**src/rtl/shift_seq_counter.sv**
```systemverilog
// shift_seq_counter: ring/Johnson shift counter stepped by an internal
// clock-enable prescaler. It supports direction control and synchronous load.
// An illegal state is replaced by RST_VAL on the next step.
// Single clock domain. All outputs are registered.
module shift_seq_counter #(
  parameter int               WIDTH   = 4,
  parameter int               DIV     = 50_000_000,
  parameter logic [WIDTH-1:0] RST_VAL = {1'b1, {(WIDTH-1){1'b0}}}
) (
  input  logic             clk,
  input  logic             rst,
  input  logic             en,
  input  logic             mode,
  input  logic             dir,
  input  logic             load,
  input  logic [WIDTH-1:0] load_val,
  output logic [WIDTH-1:0] Q,
  output logic             tick,
  output logic             wrap,
  output logic             err
);

  // The prescaler counts 0..DIV-1. With DIV = 1 the single bit never leaves
  // zero, so every enabled cycle is a step.
  localparam int            CW      = (DIV > 1) ? $clog2(DIV) : 1;
  localparam logic [CW-1:0] CNT_MAX = CW'(DIV - 1);

  logic [CW-1:0]    cnt_q, cnt_d;
  logic [WIDTH-1:0] q_q, q_d;
  logic             tick_q, tick_d;
  logic             wrap_q, wrap_d;
  logic             err_q, err_d;

  logic             step;
  logic             ring_legal;
  logic             john_legal;
  logic             legal;
  logic [WIDTH-1:0] ring_dn, ring_up, john_dn, john_up;
  logic [WIDTH-1:0] shifted;

  // Adjacent-bit transition map. A Johnson (thermometer) state has at most
  // one transition between neighbouring bits.
  logic [WIDTH-2:0] trans;

  genvar gi;
  generate
    for (gi = 0; gi < WIDTH - 1; gi++) begin : g_trans
      assign trans[gi] = q_q[gi] ^ q_q[gi+1];
    end
  endgenerate

  // Legality of the current state under each mode.
  // A vector with at most one bit set is detected by (v & (v - 1)) == 0.
  assign ring_legal = (q_q != '0) && ((q_q & (q_q - WIDTH'(1))) == '0);
  assign john_legal = ((trans & (trans - (WIDTH-1)'(1))) == '0);
  assign legal      = mode ? john_legal : ring_legal;

  // The four shift functions. The Johnson forms invert the bit that wraps.
  assign ring_dn = {q_q[0], q_q[WIDTH-1:1]};
  assign ring_up = {q_q[WIDTH-2:0], q_q[WIDTH-1]};
  assign john_dn = {~q_q[0], q_q[WIDTH-1:1]};
  assign john_up = {q_q[WIDTH-2:0], ~q_q[WIDTH-1]};

  // Select the next shifted value from mode and direction.
  always_comb begin
    shifted = ring_dn;
    case ({mode, dir})
      2'b00:   shifted = ring_dn;
      2'b01:   shifted = ring_up;
      2'b10:   shifted = john_dn;
      default: shifted = john_up;
    endcase
  end

  // Prescaler. It produces a one-cycle step enable and holds while en is low.
  // A load restarts the period so the next step is a full DIV cycles away.
  always_comb begin
    cnt_d = cnt_q;
    step  = 1'b0;
    if (load) begin
      cnt_d = '0;
    end else if (en) begin
      if (cnt_q == CNT_MAX) begin
        cnt_d = '0;
        step  = 1'b1;
      end else begin
        cnt_d = cnt_q + CW'(1);
      end
    end
  end

  // Next state of the counter and its status pulses. Load has priority over
  // step, which has priority over hold. A step from an illegal state jumps to
  // RST_VAL and flags err instead of wrap.
  always_comb begin
    q_d    = q_q;
    tick_d = 1'b0;
    wrap_d = 1'b0;
    err_d  = 1'b0;
    if (load) begin
      q_d = load_val;
    end else if (step) begin
      tick_d = 1'b1;
      if (legal) begin
        q_d    = shifted;
        wrap_d = (shifted == RST_VAL);
      end else begin
        q_d   = RST_VAL;
        err_d = 1'b1;
      end
    end
  end

  // State registers with synchronous reset. Reset overrides load and step.
  always_ff @(posedge clk) begin
    if (rst) begin
      cnt_q  <= '0;
      q_q    <= RST_VAL;
      tick_q <= 1'b0;
      wrap_q <= 1'b0;
      err_q  <= 1'b0;
    end else begin
      cnt_q  <= cnt_d;
      q_q    <= q_d;
      tick_q <= tick_d;
      wrap_q <= wrap_d;
      err_q  <= err_d;
    end
  end

  assign Q    = q_q;
  assign tick = tick_q;
  assign wrap = wrap_q;
  assign err  = err_q;

endmodule

```
**config.mk**
```make
export PLATFORM = sky130hd
export DESIGN_NAME = shift_seq_counter
export DESIGN_NICKNAME = d
export VERILOG_FILES = /design/src/rtl/shift_seq_counter.sv
export SDC_FILE = /design/constraint.sdc
export NUM_CORES = 1
export LEC_CHECK = 0
export ABC_AREA = 1
export BUFFER_PORTS_ARGS = -buffer_cell sky130_fd_sc_hd__buf_2
export CELL_PAD_IN_SITES_DETAIL_PLACEMENT = 0
export CELL_PAD_IN_SITES_GLOBAL_PLACEMENT = 1
export CORE_ASPECT_RATIO = 0.75
export CORE_UTILIZATION = 45
export DETAILED_ROUTE_END_ITERATION = 10
export PLACE_DENSITY_LB_ADDON = 0.12
export REMOVE_ABC_BUFFERS = 1
export SLEW_MARGIN = 15
export SYNTH_ARGS = -nofsm -noshare
export SYNTH_HDL_FRONTEND = slang
export SYNTH_SLANG_ARGS = --single-unit
```
**constraint.sdc**
```tcl
create_clock -name clk -period 3.2 [get_ports clk]
set_input_delay 0.48 -clock clk [delete_from_list [all_inputs] [get_ports clk]]
set_output_delay 0.48 -clock clk [all_outputs]
set_load 0.02 [all_outputs]
```
==> impl_metrics.json, run 1 <==
{
  "maxCapViolations": 0,
  "routed_wire_length_per_instance_um": 11.16,
  "synth.cells.most_frequent": "72 x sky130_fd_sc_hd__nand2_1, 49 x sky130_fd_sc_hd__nor2_1, 42 x sky130_fd_sc_hd__inv_1, 33 x sky130_fd_sc_hd__dfxtp_1, 25 x sky130_fd_sc_hd__nand3_1",
  "postSynth.asyncResetShare_pct": 0,
  "avgSynthCellArea_sq_um": 6.572,
  "start_kind": "flip-flop",
  "leakagePower_nw": 1.040,
  "ys_seq_elements": 33,
  "timing_max_transition_violations_final": 0,
  "number_of_antenna_violations_at_the_first_check_in_global_routing": 0,
  "timing.setup.tns_ns": 0,
  "post-synth-top-area-cell": "sky130_fd_sc_hd__dfxtp_1",
  "min_period_over_period_pct": 56.00,
  "post_cts_resized": 0,
  "num-nets-final": 337,
  "clock-skew-final_ns": 0.003430,
  "layout_min_cycle_time_ns": 1.792,
  "row_count": 20,
  "drive_gt1_share_pct": 15.53,
  "setup_repair_after_global_routing_missed_its_margin": "false",
  "result_of_the_run": "finished, final reports clean",
  "dp.final_hpwl_um": 3301,
  "vias_in_the_first_global_route": 1567,
  "area_growth_syn_to_layout_pct": 10.56,
  "worst-slew-pin-transition_ns": 0.3554,
  "core_area_sq_um": 4129,
  "path_max_fanout": 7,
  "design.die.area_sq_um": 4668,
  "ys.warnings.count": 0,
  "global_route.peak_usage_layer": "met1",
  "placedInstanceArea_sq_um": 2105,
  "ctsHoldBuffers": 0,
  "power.ir.vdd_worst_mv": 0.2967,
  "p_comb_share_pct": 9.7,
  "timing.final.setup_violations": 0,
  "synth.area.mux_share_pct": 0,
  "setup_ws_ns": 1.408,
  "track_usage_pct": 20.49,
  "synthesis.instances": 301,
  "route.vias.total": 1803,
  "final_cell_count_no_fill": 377,
  "synth-main-ff-cell": "sky130_fd_sc_hd__dfxtp_1",
  "drt_wl_total_um": 4207,
  "synth-adder-area-share_pct": 3.795,
  "timing.hold.ws_ns": 0.4316,
  "power_density_nw_per_um2": 365.5,
  "p_total_mw": 0.7993,
  "numPortBuffers": 16,
  "top_cell_type_s_share_of_synthesized_area_pct": 33.40,
  "floorplan.initialDensity_pct": 47.91,
  "floorplan.io_pins": 17,
  "dr.first_iter.drc_count": 94,
  "detailedPlace.worstSlack_ns": 1.298,
  "sequential_cell_fraction_of_total_power_pct": 52.6,
  "met3_usage_in_global_routing_pct": 6.154,
  "cts.path.max_buffers": 2,
  "synth_most_common_cell": "sky130_fd_sc_hd__nand2_1",
  "synth-compound-area-share_pct": 5.882,
  "net_sw_power_mw": 0.2067,
  "cts.clk_slew.worst_paths_ns": 0.07,
  "synth-seq-area-share_pct": 33.40,
  "design_area_sq_um": 2187,
  "syn-cell-area_sq_um": 1978,
  "fmax_mhz": 558.0,
  "vias_per_cell": 4.782,
  "power.share.switching_pct": 25.86,
  "timing.setup.critical_path_class": "reg -> reg",
  "crit_path_end_kind": "flip-flop",
  "die_height_um": 59.42,
  "use_met2_pct": 28.45,
  "globalRouteMet1Util_pct": 29.68,
  "final_antenna_net_count": 0,
  "drt-pass1-iter-count": 4,
  "post_synth_xor_area_fraction_pct": 3.099,
  "cts_inserted_buffers": 5,
  "worst_ep_arrival_time_ns": 1.96,
  "floorplan.die.width_um": 78.56,
  "htree_levels": 2,
  "first_pass_grt_wire_length_um": 7231,
  "dp_cells": 369,
  "post_cts_buffers": 0,
  "hold_path_class": "in -> reg",
  "yosys-top-cells-area": "sky130_fd_sc_hd__dfxtp_1 33%, sky130_fd_sc_hd__nand2_1 14%, sky130_fd_sc_hd__nor2_1 9.3%, sky130_fd_sc_hd__inv_1 8.0%, sky130_fd_sc_hd__nand3_1 6.3%",
  "clock_latency_ns": 0.28,
  "cts_tree": "done",
  "synth_top_family_by_area": "simple AND/OR/NAND/NOR gates",
  "postLayoutCoreUtil_pct": 52.97,
  "slew-limit-headroom_pct": 76.22,
  "critical_path_required_ns": 3.37,
  "post_route_drc_violation_count": 0,
  "grt_max_degree": 12,
  "overflow": 0,
  "synth.lib_cells_used.distinct": 35,
  "synth-edff-count": 0,
  "internal_dissipation_mw": 0.5926,
  "cts.root.buffer_cell": "sky130_fd_sc_hd__clkbuf_8",
  "clock_sink_count": 33,
  "finalWeightedCongestion": 0.8195,
  "antennaDiodeCount": 0,
  "pwr-share-clk_pct": 37.8,
  "hold_viol_final": 0,
  "post_synth_and_or_nand_nor_area_fraction_pct": 43.64
}
[cells by family after synthesis]
family	after synthesis
buffers and inverters	50
AOI/OAI and AO/OA	22
xor gates and xnor gates	7
DFF	33
adders and majority gates	6
and+or+nand+nor	183
[power by group through the flow]
| stage | clock [mW] | combinational [mW] | sequential [mW] |
|---|---|---|---|
| floorplan | 0 | 0.0491 | 0.432 |
| global placement | 0 | 0.0787 | 0.429 |
| detailed placement | 0 | 0.0774 | 0.429 |
| CTS | 0.314 | 0.0777 | 0.420 |
| global route | 0.334 | 0.0894 | 0.421 |
| finish | 0.302 | 0.0774 | 0.420 |
[layer usage]
metal | vias up | share of wire (%)
li1 | 981 | -
met1 | 795 | 56
met2 | 25 | 39
met5 | - | 0
met3 | 2 | 4.0
met4 | 0 | 0.76
[state kept, by name, summed over array words and instances (netlist names)]
signal	cells
wrap	1
Q	4
tick	1
err	1
cnt_q	26
[cell usage in the layout (no fill, tap or decap), drive strengths merged]
| cell type | Yosys | final |
|---|---|---|
| a31oi | 1 | 1 |
| buf | 2 | 16 |
| and2 | 1 | 1 |
| nand2 | 79 | 79 |
| nand3b | 1 | 1 |
| nand4 | 3 | 3 |
| or2 | 1 | 1 |
| nor3b | 2 | 2 |
| o21ai | 6 | 6 |
| a21oi | 13 | 13 |
| xnor2 | 3 | 3 |
| inv | 47 | 47 |
| o21bai | 1 | 1 |
| clkinv | 0 | 2 |
| a21o | 1 | 1 |
| dfxtp | 33 | 33 |
| nor2 | 57 | 57 |
| nand3 | 27 | 27 |
| ha | 6 | 6 |
| xor2 | 4 | 4 |
| nor3 | 12 | 12 |
| clkbuf | 1 | 6 |
[worst paths after layout]
path	startpoint	to	slack, ns	depth (start not counted)
max	Q[0]$_SDFFE_PP0P_	Q[3]$_SDFFE_PP1P_	1.41	10
min	load_val[3]	Q[3]$_SDFFE_PP1P_	0.43	3
max reg2reg	Q[0]$_SDFFE_PP0P_	Q[3]$_SDFFE_PP1P_	1.41	10
min reg2reg	cnt_q[1]$_SDFFE_PP0P_	cnt_q[1]$_SDFFE_PP0P_	0.51	2
[critical path, stage by stage (launching register included)]
cell and delay [ns]:
sky130_fd_sc_hd__dfxtp_1 0.46, sky130_fd_sc_hd__inv_1 0.07, sky130_fd_sc_hd__ha_1 0.30, sky130_fd_sc_hd__nor2_1 0.09
sky130_fd_sc_hd__nor2_1 0.04, sky130_fd_sc_hd__nand2_1 0.06, sky130_fd_sc_hd__nand2_1 0.04, sky130_fd_sc_hd__nor2_1 0.27
sky130_fd_sc_hd__inv_1 0.09, sky130_fd_sc_hd__o21ai_0 0.17, sky130_fd_sc_hd__nand3_1 0.08
[final cells by class]
class | count | area [sq um]
Clock inverter | 2 | 10.01
Multi-Input combinational cell | 218 | 1116
Sequential cell | 33 | 660.6
Clock buffer | 6 | 72.57
Inverter | 47 | 178.9
Timing Repair Buffer | 16 | 80.08
Tap cell | 55 | 68.82
Fill cell | 439 | 1942
Power figures use the tool's default switching activity.
==> run 2, diff against run 1 <==
- CORE_UTILIZATION: 45 -> 38
- clock period: 3.2 -> 1.5 ns (I/O delays scaled with it)
==> run 2 against run 1 <==
Highest routed layer unchanged; sequential power grew 110%; clock skew grew 0.0062 ns; hold slack lost 0.26 ns; largest power group unchanged; largest cell class unchanged; core utilization grew 0.74 points; cell count grew 8.5%.
==> impl_metrics.json, run 2 (synthesis gave the netlist of run 1 again) <==
{
  "leakagePower_nw": 1.248,
  "cts.clk_slew.worst_paths_ns": 0.07,
  "dp_cells": 397,
  "p_comb_share_pct": 13.3,
  "core_area_sq_um": 4955,
  "worst_hold_path.endpoint": "Q[1]$_SDFFE_PP0P_",
  "route.vias.total": 1895,
  "cts.path.max_buffers": 2,
  "finalWeightedCongestion": 0.7988,
  "number_of_antenna_violations_at_the_first_check_in_global_routing": 0,
  "fmax_mhz": 688.5,
  "timing.setup.critical_path_class": "reg -> reg",
  "worst-r2r-setup-slack_ns": 0.05,
  "row_count": 22,
  "hold_path.startpoint": "rst",
  "timing.final.setup_violations": 0,
  "cpMostUsedCell": "sky130_fd_sc_hd__nand2_4",
  "result_of_the_run": "finished, final reports clean",
  "post_route_drc_violation_count": 0,
  "r2r.worst_path.cells": 10,
  "setup_repair_after_global_routing_missed_its_margin": "true",
  "drt-pass1-iter-count": 4,
  "power.ir.vdd_worst_mv": 0.4160,
  "layout_commonest_cell": "sky130_fd_sc_hd__nand2_1",
  "critical_path_required_ns": 1.71,
  "start_kind": "flip-flop",
  "grt_max_degree": 11,
  "routed_wire_length_per_instance_um": 11.67,
  "final_antenna_net_count": 0,
  "layout_min_cycle_time_ns": 1.452,
  "floorplan.io_pins": 17,
  "drive_gt1_share_pct": 34.67,
  "timing.rr.start": "cnt_q[1]$_SDFFE_PP0P_",
  "cts_tree": "done",
  "worst_ep_arrival_time_ns": 1.67,
  "clock-skew-final_ns": 0.009676,
  "design.die.area_sq_um": 5501,
  "drt_wl_total_um": 4773,
  "hold_viol_final": 0,
  "floorplan.initialDensity_pct": 39.92,
  "layout.filler_cells": 496,
  "overflow": 0,
  "internal_dissipation_mw": 1.549,
  "registers.top_by_ff_count": "cnt_q",
  "number_of_stages_on_the_worst_hold_path": 2,
  "area_growth_syn_to_layout_pct": 34.53,
  "track_usage_pct": 18.31,
  "cp_cell_sequence": "ha_4, nand2_4, nor2_4, nand2_4, nor2_4, nand2_4, buf_4, nor2_2, o21ai_2, nand3_1",
  "critPathSlowestCell": "sky130_fd_sc_hd__dfxtp_2",
  "final_cell_count_no_fill": 409,
  "worst_path_largest_cell_delay_ns": 0.36,
  "antennaDiodeCount": 0,
  "pwr-share-clk_pct": 42.8,
  "critical_path.reg2reg.endpoint": "Q[3]$_SDFFE_PP1P_",
  "largest_reg_flops": 26,
  "num-nets-final": 364,
  "first_pass_grt_wire_length_um": 7921,
  "dp.final_hpwl_um": 3516,
  "vias_in_the_first_global_route": 1760,
  "power_density_nw_per_um2": 765.4,
  "clock_latency_ns": 0.28,
  "layout_common_cells": "67 x sky130_fd_sc_hd__nand2_1, 43 x sky130_fd_sc_hd__nor2_1, 37 x sky130_fd_sc_hd__inv_1",
  "floorplan.die.width_um": 85.31,
  "path_max_fanout": 5,
  "maxCapViolations": 0,
  "vias_per_cell": 4.633,
  "p_total_mw": 2.037,
  "critical_path_buf_inv_count": 1,
  "postLayoutCoreUtil_pct": 53.71,
  "htree_levels": 2,
  "timing_max_transition_violations_final": 0,
  "clock_sink_count": 33,
  "worst-slew-pin-transition_ns": 0.3262,
  "dr.first_iter.drc_count": 81,
  "cts_inserted_buffers": 5,
  "cpLargestDelayFamily": "simple AND/OR/NAND/NOR gates",
  "numPortBuffers": 16,
  "sequential_cell_fraction_of_total_power_pct": 43.9,
  "power.share.switching_pct": 23.97,
  "min_period_over_period_pct": 96.83,
  "cts.root.buffer_cell": "sky130_fd_sc_hd__clkbuf_8",
  "crit_path_end_kind": "flip-flop",
  "die_height_um": 64.49,
  "slew-limit-headroom_pct": 78.08,
  "hold_path_class": "in -> reg",
  "net_sw_power_mw": 0.4883
}
[run 2: cell types whose count changed in the layout (fill, tap and decap cells not counted), sizes merged]
cell	delta
buf	+27
bufinv	+1
clkbuf	+1
clkinv	-2
[run 2: timing repair]
action | CTS | global route
hold buffers | 0 | 0
setup buffers | 1 | 3
endpoints found under the setup margin | 19 | 24
pin swaps | 1 | 26
gates resized for setup | 6 | 58
[run 2: power by group through the flow]
stage          clock network [mW]  logic, mW  registers (mW)
6_report                    0.872      0.271           0.894
4_1_cts                     0.896      0.227           0.889
5_1_grt                     0.922      0.301           0.895
2_1_floorplan                   0      0.105           0.922
3_3_place_gp                    0      0.214           0.909
3_5_place_dp                    0      0.212           0.909
[run 2: area by class of cell]
class,instances,area [sq um],share of cell area [%]
tap,60,75.07,2.821
timing repair buffer,43,297.8,11.19
sequential,33,675.6,25.39
clock inverter,1,30.03,1.128
clock buffer,7,86.33,3.244
inverter,47,183.9,6.911
multi-input combinational,218,1313,49.32
[run 2: how the worst max path moves through the flow]
stage | startpoint | end | slack (ns) | depth (start not counted)
floorplan | Q[2]$_SDFFE_PP0P_ | Q[3]$_SDFFE_PP1P_ | -0.25 | 10
CTS | cnt_q[1]$_SDFFE_PP0P_ | cnt_q[18]$_SDFFE_PP0P_ | 0.00003 | 9
detailed placement | Q[2]$_SDFFE_PP0P_ | Q[3]$_SDFFE_PP1P_ | -0.16 | 10
finish | cnt_q[1]$_SDFFE_PP0P_ | Q[3]$_SDFFE_PP1P_ | 0.05 | 10
global placement | Q[2]$_SDFFE_PP0P_ | Q[3]$_SDFFE_PP1P_ | -0.11 | 10
global route | Q[1]$_SDFFE_PP0P_ | Q[1]$_SDFFE_PP0P_ | -0.06 | 11
[run 2: stage by stage]
| stage | setup slack (ns) | TNS (ns) | cell area, sq um | hold WS (ns) |
|---|---|---|---|---|
| 3_3_place_gp | -0.1094 | -0.4139 | 2283 | 0.4667 |
| 3_5_place_dp | -0.1556 | -0.6467 | 2283 | 0.4693 |
| 5_1_grt | -0.05592 | -0.2023 | 2661 | 0.1714 |
| 4_1_cts | 0.00002509 | 0 | 2426 | 0.1719 |
| 2_1_floorplan | -0.2519 | -0.9518 | 1956 | 0.2941 |
| 6_report | 0.04756 | 0 | 2661 | 0.1723 |
[run 2: per-layer routing]
metal	global-route usage (%)	vias to the layer above	share of wire, %
met4	4.375	0	0.36
met1	26.67	827	54
li1	-	1031	-
met2	27.52	35	41
met5	0	-	0
met3	3.949	2	4.5
==> run 3, diff against run 2 <==
- ABC_AREA: 1 -> not set
- CORE_UTILIZATION: 38 -> 40
- GPL_ROUTABILITY_DRIVEN: not set -> 1
==> run 3 against run 2 <==
The flow now finishes with violations (setup timing); global-route usage up 5.6 points; critical path depth down 3; die area down 12%; hold slack about the same; setup slack worse by 0.30 ns; routed wire length up 7.7%; largest cell class unchanged.
==> impl_metrics.json, run 3 <==
{
  "layout_min_cycle_time_ns": 1.752,
  "worst_ep_arrival_time_ns": 1.92,
  "drt-pass1-iter-count": 4,
  "layout_commonest_cell": "sky130_fd_sc_hd__buf_4",
  "ys.warnings.count": 0,
  "timing.final.setup_violations": 29,
  "layout_common_cells": "54 x sky130_fd_sc_hd__buf_4, 20 x sky130_fd_sc_hd__dfxtp_1, 16 x sky130_fd_sc_hd__buf_2",
  "routed_wire_length_per_instance_um": 15.21,
  "cpLargestDelayFamily": "compound AO/OA/AOI/OAI gates",
  "row_count": 20,
  "synth-main-ff-cell": "sky130_fd_sc_hd__dfxtp_1",
  "synth-edff-count": 0,
  "floorplan.initialDensity_pct": 43.54,
  "cp_cell_sequence": "inv_4, ha_4, a21bo_4, a2111oi_4, buf_4, o21ai_2, o211a_1",
  "worst-slew-pin-transition_ns": 0.4447,
  "path_max_fanout": 5,
  "crit_path_end_kind": "flip-flop",
  "num-nets-final": 299,
  "failed_checks": "setup timing",
  "vias_in_the_first_global_route": 1813,
  "largest_reg_flops": 26,
  "design.die.area_sq_um": 4854,
  "grt_max_degree": 11,
  "route.vias.total": 1851,
  "synth_most_common_cell": "sky130_fd_sc_hd__dfxtp_1",
  "numPortBuffers": 16,
  "dr.first_iter.drc_count": 107,
  "hold_viol_final": 0,
  "hold_path_class": "in -> reg",
  "vias_per_cell": 5.476,
  "drt_wl_total_um": 5140,
  "critPathSlowestCell": "sky130_fd_sc_hd__a2111oi_4",
  "registers.top_by_ff_count": "cnt_q",
  "start_kind": "flip-flop",
  "avgSynthCellArea_sq_um": 8.758,
  "first_pass_grt_wire_length_um": 8604,
  "p_total_mw": 1.830,
  "cts.root.buffer_cell": "sky130_fd_sc_hd__clkbuf_8",
  "clock-skew-final_ns": 0.004480,
  "core_area_sq_um": 4204,
  "final_cell_count_no_fill": 338,
  "timing_max_transition_violations_final": 0,
  "power.ir.vdd_worst_mv": 0.3234,
  "floorplan.die.width_um": 80.12,
  "syn-cell-area_sq_um": 1831,
  "post-synth-top-area-cell": "sky130_fd_sc_hd__dfxtp_1",
  "power_density_nw_per_um2": 649.3,
  "slew-limit-headroom_pct": 70.25,
  "maxCapViolations": 0,
  "critical_path_required_ns": 1.67,
  "antennaDiodeCount": 0,
  "yosys-top-cells-area": "sky130_fd_sc_hd__dfxtp_1 36%, sky130_fd_sc_hd__xor2_1 4.8%, sky130_fd_sc_hd__ha_1 4.1%, sky130_fd_sc_hd__nor2_1 3.9%, sky130_fd_sc_hd__a21oi_1 3.8%",
  "result_of_the_run": "finished with violations",
  "synth-seq-area-share_pct": 36.09,
  "cts.clk_slew.worst_paths_ns": 0.06,
  "clock_latency_ns": 0.28,
  "area_growth_syn_to_layout_pct": 54.00,
  "min_period_over_period_pct": 116.8,
  "synth.lib_cells_used.distinct": 43,
  "synth.cells.most_frequent": "33 x sky130_fd_sc_hd__dfxtp_1, 19 x sky130_fd_sc_hd__nor2_1, 15 x sky130_fd_sc_hd__nand2_1, 14 x sky130_fd_sc_hd__a21oi_1, 11 x sky130_fd_sc_hd__o21ai_0",
  "dp_cells": 318,
  "cts_tree": "done",
  "htree_levels": 2,
  "setup_ws_ns": -0.2522,
  "post_route_drc_violation_count": 0,
  "setup_repair_after_global_routing_missed_its_margin": "true",
  "top_cell_type_s_share_of_synthesized_area_pct": 36.09,
  "synthesis.instances": 209,
  "fmax_mhz": 570.7,
  "worst_path_largest_cell_delay_ns": 0.36,
  "ys_seq_elements": 33,
  "drive_gt1_share_pct": 52.30,
  "track_usage_pct": 23.94,
  "cts_inserted_buffers": 5,
  "final_antenna_net_count": 0,
  "critical_path_buf_inv_count": 2,
  "ctsHoldBuffers": 0,
  "floorplan.io_pins": 17,
  "die_height_um": 60.59,
  "dp.final_hpwl_um": 3445,
  "overflow": 0,
  "postSynth.asyncResetShare_pct": 0,
  "cts.path.max_buffers": 2,
  "clock_sink_count": 33,
  "leakagePower_nw": 1.084,
  "timing.setup.critical_path_class": "reg -> reg",
  "finalWeightedCongestion": 0.8627,
  "number_of_antenna_violations_at_the_first_check_in_global_routing": 0
}
-- run 3: cell type report --
type	count	area, sq um
Fill cell	309	1385
Multi-Input combinational cell	158	1323
Sequential cell	33	694.4
Timing Repair Buffer	79	619.3
Clock buffer	7	86.33
Tap cell	55	68.82
Inverter	6	27.53
-- run 3: cells by family (layout without fill, tap and decap cells) --
family	after synthesis	after routing	synth area share [%]
simple gates	86	86	27.68
mux	3	3	1.709
fa+ha+maj	6	6	4.101
compound gates	48	48	18.52
xor+xnor	15	15	7.177
buf+inv	18	92	4.716
flops	33	33	36.09
-- run 3: power breakdown --
part           switching, mW  leakage (nW)  total, mW  internal [mW]
combinational          0.146         0.765      0.278          0.132
clock                  0.309        0.0443      0.673          0.364
sequential           0.00685         0.275      0.880          0.873
total                  0.462          1.08       1.83           1.37
-- run 3: final timing paths --
| path | start | end | slack (ns) | depth (start not counted) |
|---|---|---|---|---|
| worst min-delay path | load_val[1] | Q[1]$_SDFFE_PP0P_ | 0.17 | 3 |
| worst max register to register | Q[1]$_SDFFE_PP0P_ | Q[3]$_SDFFE_PP1P_ | -0.25 | 7 |
| worst max-delay path | Q[1]$_SDFFE_PP0P_ | Q[3]$_SDFFE_PP1P_ | -0.25 | 7 |
| worst min register to register | cnt_q[22]$_SDFFE_PP0P_ | cnt_q[22]$_SDFFE_PP0P_ | 0.50 | 2 |
-- run 3: through the flow --
step                      worst slack [ns]  cell area (sq um)  setup TNS (ns)  hold slack (ns)  util, %
after global routing               -0.3372               2819          -4.853           0.1792    67.05
final                              -0.2522               2819          -2.784           0.1720    67.05
after global placement             -0.3170               2303          -3.220           0.4612    54.79
after floorplan                    -0.6231               1767          -15.40           0.3512        -
after CTS                          -0.2203               2779          -2.385           0.1597    66.10
after detailed placement           -0.4103               2303          -4.902           0.4581    54.79
-- run 3: metal layers --
metal / track usage [%] / routed length (um)
met3: 5.113 / 205
met4: 11.99 / 139
met1: 31.17 / 2476
met5: 0 / 0
met2: 38.22 / 2319
-- run 3: worst min-delay path, stage by stage --
cell and delay, ns:
sky130_fd_sc_hd__buf_2 0.07, sky130_fd_sc_hd__nand2_1 0.05, sky130_fd_sc_hd__o211ai_1 0.07
-- run 3: what timing repair did --
item	CTS	global route
pin swaps	25	12
gates resized for setup	73	23
gates cloned	3	0
buffers inserted	10	3
setup endpoints to repair	30	29
